--- config.mk ---
export PLATFORM = sky130hd
export DESIGN_NAME = seq_detector_flat
export DESIGN_NICKNAME = d
export VERILOG_FILES = /design/src/rtl/seq_det_pkg.sv /design/src/rtl/seq_detector_if.sv /design/src/rtl/seq_det_sat_counter.sv /design/src/rtl/seq_detector.sv /design/src/flat_wrapper.sv
export SDC_FILE = /design/constraint.sdc
export NUM_CORES = 1
export LEC_CHECK = 0
export CAP_MARGIN = 20
export CORE_UTILIZATION = 35
export CTS_CLUSTER_SIZE = 40
export DETAILED_ROUTE_END_ITERATION = 7
export PLACE_DENSITY_LB_ADDON = 0.3
export SLEW_MARGIN = 0
export SYNTH_ARGS = -nofsm -noshare
export SYNTH_HDL_FRONTEND = slang
export SYNTH_HIERARCHICAL = 1
export SYNTH_SLANG_ARGS = --single-unit
export TNS_END_PERCENT = 30
--- constraint.sdc ---
create_clock -name CLK -period 3.3 [get_ports CLK]
set_input_delay 0.495 -clock CLK [delete_from_list [all_inputs] [get_ports CLK]]
set_output_delay 0.495 -clock CLK [all_outputs]
set_load 0.01 [all_outputs]
--- src/rtl/seq_det_pkg.sv ---
// seq_det_pkg
//   Shared definitions for the serial pattern detector: the control FSM
//   state encoding and the default parameter values used by the interface
//   and the top level.
package seq_det_pkg;

    // UNCONF: no pattern loaded yet, input stream ignored.
    // RUN   : pattern loaded, stream is being matched.
    typedef enum logic {
        UNCONF = 1'b0,
        RUN    = 1'b1
    } state_t;

    localparam int DEF_PAT_W   = 4;
    localparam int DEF_CNT_W   = 8;
    localparam bit DEF_OVERLAP = 1'b1;

endpackage

--- src/rtl/seq_detector_if.sv ---
// seq_detector_if
//   Groups the detector's stream, configuration and status signals.
//   master: drives EN/In1/PAT_LOAD/PAT_IN/CNT_CLR, observes status.
//   slave : the detector; consumes the inputs, drives Out1/MATCH_CNT/
//           CNT_SAT/ARMED.
interface seq_detector_if
    import seq_det_pkg::*;
#(
    parameter int PAT_W = DEF_PAT_W,
    parameter int CNT_W = DEF_CNT_W
);
    logic             EN;
    logic             In1;
    logic             PAT_LOAD;
    logic [PAT_W-1:0] PAT_IN;
    logic             CNT_CLR;
    logic             Out1;
    logic [CNT_W-1:0] MATCH_CNT;
    logic             CNT_SAT;
    logic             ARMED;

    modport master (
        output EN, In1, PAT_LOAD, PAT_IN, CNT_CLR,
        input  Out1, MATCH_CNT, CNT_SAT, ARMED
    );

    modport slave (
        input  EN, In1, PAT_LOAD, PAT_IN, CNT_CLR,
        output Out1, MATCH_CNT, CNT_SAT, ARMED
    );
endinterface

--- src/rtl/seq_det_sat_counter.sv ---
// seq_det_sat_counter
//   Saturating event counter with a sticky "reached all-ones" flag.
//   Ports:
//     CLK, RST  clock, synchronous active-high reset
//     i_clr     synchronous clear of count and flag (wins over i_inc)
//     i_inc     count one event
//     o_cnt     current count, holds at all-ones
//     o_sat     set when the count reaches all-ones, held until clear/reset
module seq_det_sat_counter #(
    parameter int CNT_W = 8
) (
    input  logic             CLK,
    input  logic             RST,
    input  logic             i_clr,
    input  logic             i_inc,
    output logic [CNT_W-1:0] o_cnt,
    output logic             o_sat
);
    localparam logic [CNT_W-1:0] CNT_MAX = '1;

    logic [CNT_W-1:0] r_cnt;
    logic             r_sat;

    always_ff @(posedge CLK) begin
        if (RST || i_clr) begin
            r_cnt <= '0;
            r_sat <= 1'b0;
        end else if (i_inc && (r_cnt != CNT_MAX)) begin
            r_cnt <= r_cnt + 1'b1;
            // Flag rises together with the count landing on all-ones.
            if (r_cnt == CNT_MAX - 1'b1)
                r_sat <= 1'b1;
        end
    end

    assign o_cnt = r_cnt;
    assign o_sat = r_sat;
endmodule

--- src/rtl/seq_detector.sv ---
// seq_detector
//   Serial pattern detector. A PAT_W-bit pattern is loaded with PAT_LOAD;
//   afterwards every EN-qualified In1 bit is shifted into a history
//   register, and a match fires once PAT_W samples have been seen and the
//   history equals the pattern (PAT_IN[PAT_W-1] = oldest sample).
//   Ports:
//     CLK, RST  clock, synchronous active-high reset
//     bus       seq_detector_if.slave:
//                 EN/In1      qualified serial input
//                 PAT_LOAD    load PAT_IN, restart matching
//                 CNT_CLR     clear MATCH_CNT/CNT_SAT
//                 Out1        one-cycle match pulse (registered)
//                 MATCH_CNT   saturating match count
//                 CNT_SAT     sticky count-saturated flag
//                 ARMED       pattern loaded (state RUN)
module seq_detector
    import seq_det_pkg::*;
#(
    parameter int PAT_W   = DEF_PAT_W,
    parameter int CNT_W   = DEF_CNT_W,
    parameter bit OVERLAP = DEF_OVERLAP
) (
    input  logic          CLK,
    input  logic          RST,
    seq_detector_if.slave bus
);
    // Fill counter only needs to reach PAT_W, where it saturates.
    localparam int                FILL_W   = $clog2(PAT_W + 1);
    localparam logic [FILL_W-1:0] FILL_MAX = FILL_W'(PAT_W);

    state_t            r_state;
    logic [PAT_W-1:0]  r_pat;
    logic [PAT_W-1:0]  r_hist;
    logic [FILL_W-1:0] r_fill;
    logic              r_out1;
    logic              r_armed;

    state_t            w_state_nxt;
    logic [PAT_W-1:0]  w_pat_nxt;
    logic [PAT_W-1:0]  w_hist_nxt;
    logic [FILL_W-1:0] w_fill_nxt;
    logic              w_match;
    logic [PAT_W-1:0]  w_hist_upd;
    logic [FILL_W-1:0] w_fill_upd;
    logic [CNT_W-1:0]  w_cnt;
    logic              w_sat;

    // State register and datapath flops.
    always_ff @(posedge CLK) begin
        if (RST) begin
            r_state <= UNCONF;
            r_pat   <= '0;
            r_hist  <= '0;
            r_fill  <= '0;
            r_out1  <= 1'b0;
            r_armed <= 1'b0;
        end else begin
            r_state <= w_state_nxt;
            r_pat   <= w_pat_nxt;
            r_hist  <= w_hist_nxt;
            r_fill  <= w_fill_nxt;
            r_out1  <= w_match;
            // Registered copy of the state so ARMED comes straight off a flop.
            r_armed <= (w_state_nxt == RUN);
        end
    end

    // Candidate values for an accepted sample; the match test looks at the
    // post-shift history so the pulse lines up with the completing bit.
    assign w_hist_upd = {r_hist[PAT_W-2:0], bus.In1};
    assign w_fill_upd = (r_fill == FILL_MAX) ? r_fill : r_fill + 1'b1;

    always_comb begin
        w_state_nxt = r_state;
        w_pat_nxt   = r_pat;
        w_hist_nxt  = r_hist;
        w_fill_nxt  = r_fill;
        w_match     = 1'b0;

        unique case (r_state)
            UNCONF: begin
                if (bus.PAT_LOAD) begin
                    w_state_nxt = RUN;
                    w_pat_nxt   = bus.PAT_IN;
                    w_hist_nxt  = '0;
                    w_fill_nxt  = '0;
                end
            end
            RUN: begin
                // A load restarts matching and swallows any sample offered
                // in the same cycle.
                if (bus.PAT_LOAD) begin
                    w_pat_nxt  = bus.PAT_IN;
                    w_hist_nxt = '0;
                    w_fill_nxt = '0;
                end else if (bus.EN) begin
                    w_hist_nxt = w_hist_upd;
                    w_fill_nxt = w_fill_upd;
                    if ((w_fill_upd == FILL_MAX) && (w_hist_upd == r_pat)) begin
                        w_match = 1'b1;
                        // Non-overlapping mode: demand PAT_W fresh samples.
                        if (!OVERLAP)
                            w_fill_nxt = '0;
                    end
                end
            end
            default: w_state_nxt = UNCONF;
        endcase
    end

    seq_det_sat_counter #(
        .CNT_W (CNT_W)
    ) u_cnt (
        .CLK   (CLK),
        .RST   (RST),
        .i_clr (bus.CNT_CLR),
        .i_inc (w_match),
        .o_cnt (w_cnt),
        .o_sat (w_sat)
    );

    assign bus.Out1      = r_out1;
    assign bus.ARMED     = r_armed;
    assign bus.MATCH_CNT = w_cnt;
    assign bus.CNT_SAT   = w_sat;
endmodule

--- src/flat_wrapper.sv ---
// flat-port wrapper written by rule: the top's interface ports become plain ports
module seq_detector_flat import seq_det_pkg::*;
#(
    parameter int PAT_W   = DEF_PAT_W,
    parameter int CNT_W   = DEF_CNT_W,
    parameter bit OVERLAP = DEF_OVERLAP
)
  (CLK, RST, bus_EN, bus_In1, bus_PAT_LOAD, bus_PAT_IN, bus_CNT_CLR, bus_Out1, bus_MATCH_CNT, bus_CNT_SAT, bus_ARMED);
  seq_detector_if #(.PAT_W(PAT_W), .CNT_W(CNT_W)) bus_i ();
  input  logic CLK;
  input  logic RST;
  input wire logic [$bits(bus_i.EN)-1:0] bus_EN;
  input wire logic [$bits(bus_i.In1)-1:0] bus_In1;
  input wire logic [$bits(bus_i.PAT_LOAD)-1:0] bus_PAT_LOAD;
  input wire logic [$bits(bus_i.PAT_IN)-1:0] bus_PAT_IN;
  input wire logic [$bits(bus_i.CNT_CLR)-1:0] bus_CNT_CLR;
  output wire logic [$bits(bus_i.Out1)-1:0] bus_Out1;
  output wire logic [$bits(bus_i.MATCH_CNT)-1:0] bus_MATCH_CNT;
  output wire logic [$bits(bus_i.CNT_SAT)-1:0] bus_CNT_SAT;
  output wire logic [$bits(bus_i.ARMED)-1:0] bus_ARMED;
  assign bus_i.EN = bus_EN;
  assign bus_i.In1 = bus_In1;
  assign bus_i.PAT_LOAD = bus_PAT_LOAD;
  assign bus_i.PAT_IN = bus_PAT_IN;
  assign bus_i.CNT_CLR = bus_CNT_CLR;
  assign bus_Out1 = bus_i.Out1;
  assign bus_MATCH_CNT = bus_i.MATCH_CNT;
  assign bus_CNT_SAT = bus_i.CNT_SAT;
  assign bus_ARMED = bus_i.ARMED;
  seq_detector #(.PAT_W(PAT_W), .CNT_W(CNT_W), .OVERLAP(OVERLAP)) u_core (.CLK(CLK), .RST(RST), .bus(bus_i));
endmodule
==> impl_metrics.prom <==
# TYPE chip_impl_metric gauge
chip_impl_info{name="outcome",value="finished clean"} 1
chip_impl_metric{name="cts.clk_slew.worst_paths",unit="ns"} 0.12
chip_impl_metric{name="ctsLongestPathBuffers",unit=""} 2
chip_impl_metric{name="leakagePower",unit="µW"} 0.0004505
chip_impl_metric{name="nNetsFinal",unit=""} 154
chip_impl_info{name="synth-main-ff-cell",value="dfxtp_1"} 1
chip_impl_metric{name="synth_async_sr_flop_share",unit=""} 0
chip_impl_metric{name="synth_area_per_cell",unit="µm²"} 8.889
chip_impl_metric{name="routed_via_density",unit=""} 5.276
chip_impl_metric{name="dieHeight",unit="µm"} 56.05
chip_impl_info{name="clockRootBuffer",value="clkbuf_4"} 1
chip_impl_info{name="yosys.area.top_type",value="dfxtp_1"} 1
chip_impl_metric{name="period_share",unit=""} 0.7701
chip_impl_metric{name="cts_setup_buffers",unit=""} 0
chip_impl_metric{name="placed_standard_cell_area",unit="mm²"} 0.001254
chip_impl_info{name="yosys.cell_count.top_type",value="dfxtp_1"} 1
chip_impl_info{name="kind_of_end_point_of_the_critical_path",value="register"} 1
chip_impl_info{name="setup.worst_path.start_class",value="register"} 1
chip_impl_metric{name="place.detailed.hpwl",unit="µm"} 1538
chip_impl_metric{name="slew_headroom",unit=""} 0.6822
chip_impl_info{name="grt_setup_unrepaired",value="no"} 1
chip_impl_info{name="synth_area_leaders",value="dfxtp_1, mux2i_1, nand2_1"} 1
chip_impl_metric{name="via_count_of_the_first_global_routing_pass",unit=""} 821
chip_impl_metric{name="finClkSkew",unit="ns"} 0.003390
chip_impl_metric{name="die-area",unit="mm²"} 0.003141
chip_impl_metric{name="place_inst",unit=""} 166
chip_impl_metric{name="totalPowerFinal",unit="µW"} 423.0
chip_impl_metric{name="design_area",unit="mm²"} 0.001280
chip_impl_metric{name="drive_gt1_frac",unit=""} 0.08633
chip_impl_metric{name="reg2reg_depth",unit=""} 7
chip_impl_metric{name="initial_cell_density_of_the_core",unit=""} 0.3707
chip_impl_metric{name="setup-tns-final",unit="ns"} 0
chip_impl_metric{name="netlist_area",unit="mm²"} 0.001022
chip_impl_metric{name="finalSetupViolations",unit=""} 0
chip_impl_info{name="setup.worst_path.class",value="register to register"} 1
chip_impl_metric{name="clock-sinks",unit=""} 21
chip_impl_metric{name="finalHoldWorstSlack",unit="ns"} 0.4812
chip_impl_metric{name="fin_cells",unit=""} 170
chip_impl_metric{name="max_transition_viols_final",unit=""} 0
chip_impl_metric{name="drc",unit=""} 0
chip_impl_metric{name="num_vias",unit=""} 897
chip_impl_metric{name="max_fclk",unit="GHz"} 0.3935
chip_impl_metric{name="fillerInstances",unit=""} 273
chip_impl_metric{name="cts_htree_levels",unit=""} 1
chip_impl_metric{name="synth.distinct_cells",unit=""} 33
chip_impl_metric{name="grt_pass1_wl",unit="µm"} 3519
chip_impl_metric{name="postSynthCellCount",unit=""} 115
chip_impl_info{name="holdCritPathClass",value="register to register"} 1
chip_impl_metric{name="regToRegSetupSlack",unit="ns"} 0.76
chip_impl_metric{name="cts_buffers",unit=""} 3
chip_impl_metric{name="ys_warn_count",unit=""} 6
chip_impl_metric{name="peakVddDrop",unit="mV"} 0.2278
chip_impl_info{name="cts_tree",value="built"} 1
chip_impl_metric{name="p_per_area",unit="mW/mm²"} 330.5
chip_impl_metric{name="drt-total-wl",unit="µm"} 2032
chip_impl_metric{name="period_minus_slack",unit="ns"} 2.541
chip_impl_metric{name="antenna_left",unit=""} 0
chip_impl_metric{name="path_max_fanout",unit=""} 6
chip_impl_metric{name="wl_per_cell",unit="µm"} 11.95
chip_impl_metric{name="critical_path_required",unit="ns"} 3.51
chip_impl_info{name="synth_common_cells",value="dfxtp_1, nand2_1, nor2_1"} 1
chip_impl_metric{name="worst_slew_pin_slew",unit="ns"} 0.4749
chip_impl_metric{name="timing.final.hold_violations",unit=""} 0
chip_impl_metric{name="clk-insertion-delay-late",unit="ns"} 0.30
chip_impl_metric{name="grt_usage",unit=""} 0.1399
chip_impl_metric{name="postCtsResizedCells",unit=""} 0
chip_impl_metric{name="design.portCount",unit=""} 21
chip_impl_metric{name="grt_remaining_overflow",unit=""} 0
chip_impl_metric{name="first_pass_iters",unit=""} 4
chip_impl_metric{name="diodes",unit=""} 0
chip_impl_metric{name="placementRows",unit=""} 19
chip_impl_metric{name="synth.ff_latch_count",unit=""} 21
chip_impl_metric{name="number_of_antenna_violations_at_the_first_check_in_global_routing",unit=""} 0
chip_impl_metric{name="arrival",unit="ns"} 2.75
chip_impl_metric{name="synth_sequential_area_ratio",unit=""} 0.4113
chip_impl_metric{name="drt_initial_violations",unit=""} 26
chip_impl_metric{name="synth_fp_nets",unit=""} 129
chip_impl_metric{name="synthDominantCellAreaShare",unit=""} 0.4113
chip_impl_metric{name="synth_enable_flop_cells",unit=""} 0
chip_impl_metric{name="grt_max_degree",unit=""} 12
chip_impl_metric{name="max_cap_violations",unit=""} 0
chip_impl_metric{name="globalplace.congestion",unit=""} 0.8271
chip_impl_metric{name="cts-hold-fix-buffers",unit=""} 0
chip_impl_metric{name="hold_depth",unit=""} 2
chip_impl_metric{name="die_x",unit="µm"} 56.05
chip_impl_metric{name="syn_to_final_growth",unit="%"} 25.21
chip_impl_metric{name="port_buffers",unit=""} 20
chip_impl_metric{name="placeableCoreArea",unit="mm²"} 0.002758
## sequential cells by signal, summed over array words and instances (netlist names)
register	flops
u_core/r_fill	3
u_core/r_pat	4
u_core/bus.ARMED	1
u_core/u_cnt/o_cnt	8
u_core/r_hist	3
u_core/u_cnt/o_sat	1
u_core/bus.Out1	1
## routing by layer
layer | track usage | routed length (µm) | vias to the layer above
met2 | 0.2296 | 999 | 18
met1 | 0.1793 | 947 | 414
met3 | 0.02326 | 68 | 2
li1 | - | - | 463
met5 | 0 | 0 | -
met4 | 0.06272 | 17 | 0
## critical path, stage by stage, from the launching register on
cell	delay [ns]
dfxtp_1	0.44
inv_1	0.07
ha_1	0.33
or4_2	0.64
nor3_1	0.21
nand3_1	0.15
or4_1	0.41
o211a_1	0.21
## placed cells by master (no fill, tap or decap), types with 2 or more instances in the layout
master / n
xnor2_1: 4
nand2_1: 16
nand3_1: 4
clkdlybuf4s50_1: 20
nor3_1: 3
dfxtp_1: 21
a31oi_1: 3
mux2i_1: 7
or3_1: 3
and4_1: 2
nor2_1: 9
clkbuf_4: 3
o21ai_0: 5
inv_1: 4
ha_1: 4
buf_4: 2
a21oi_1: 8
a211oi_1: 2
nand4_1: 2
## power by group
group          internal, µW  leakage (µW)  switching [µW]
Combinational          20.6      0.000265            17.0
Sequential              258      0.000170            3.47
Clock                  47.0     0.0000150            77.1
## cell type report
type | count | area (µm²) | share of cell area
tap | 31 | 38.79 | 0.03030
sequential | 21 | 420.4 | 0.3284
inverter | 4 | 15.01 | 0.01173
clock buffer | 4 | 26.28 | 0.02053
multi-input combinational | 88 | 564.3 | 0.4409
timing repair buffer | 22 | 215.2 | 0.1681
## path summary, 6_finish.rpt
kind | to | startpoint
max | u_core/u_cnt/o_cnt[7] | u_core/r_fill[0]
min | u_core/r_hist[2] | u_core/r_hist[2]
max reg2reg | u_core/u_cnt/o_cnt[7] | u_core/r_fill[0]
min reg2reg | u_core/r_hist[2] | u_core/r_hist[2]
## cells by family after synthesis
group,count (synthesis),synth area share
AND/OR/NAND/NOR,51,0.2717
AO/OA/AOI/OAI,22,0.1285
flip-flops,21,0.4113
multiplexers,7,0.06855
buffers and inverters,6,0.03671
XOR/XNOR,4,0.03427
adder cells (fa/ha/maj),4,0.04896
## metrics by stage
| stage | util | setup slack, ns |
|---|---|---|
| 2_1_floorplan | - | 0.6897 |
| 4_1_cts | 0.4642 | 0.7412 |
| 3_3_place_gp | 0.4546 | 0.5684 |
| 5_1_grt | 0.4642 | 0.6418 |
| 3_5_place_dp | 0.4546 | 0.5051 |
| 6_report | 0.4642 | 0.7585 |
Power figures use the tool's default switching activity.
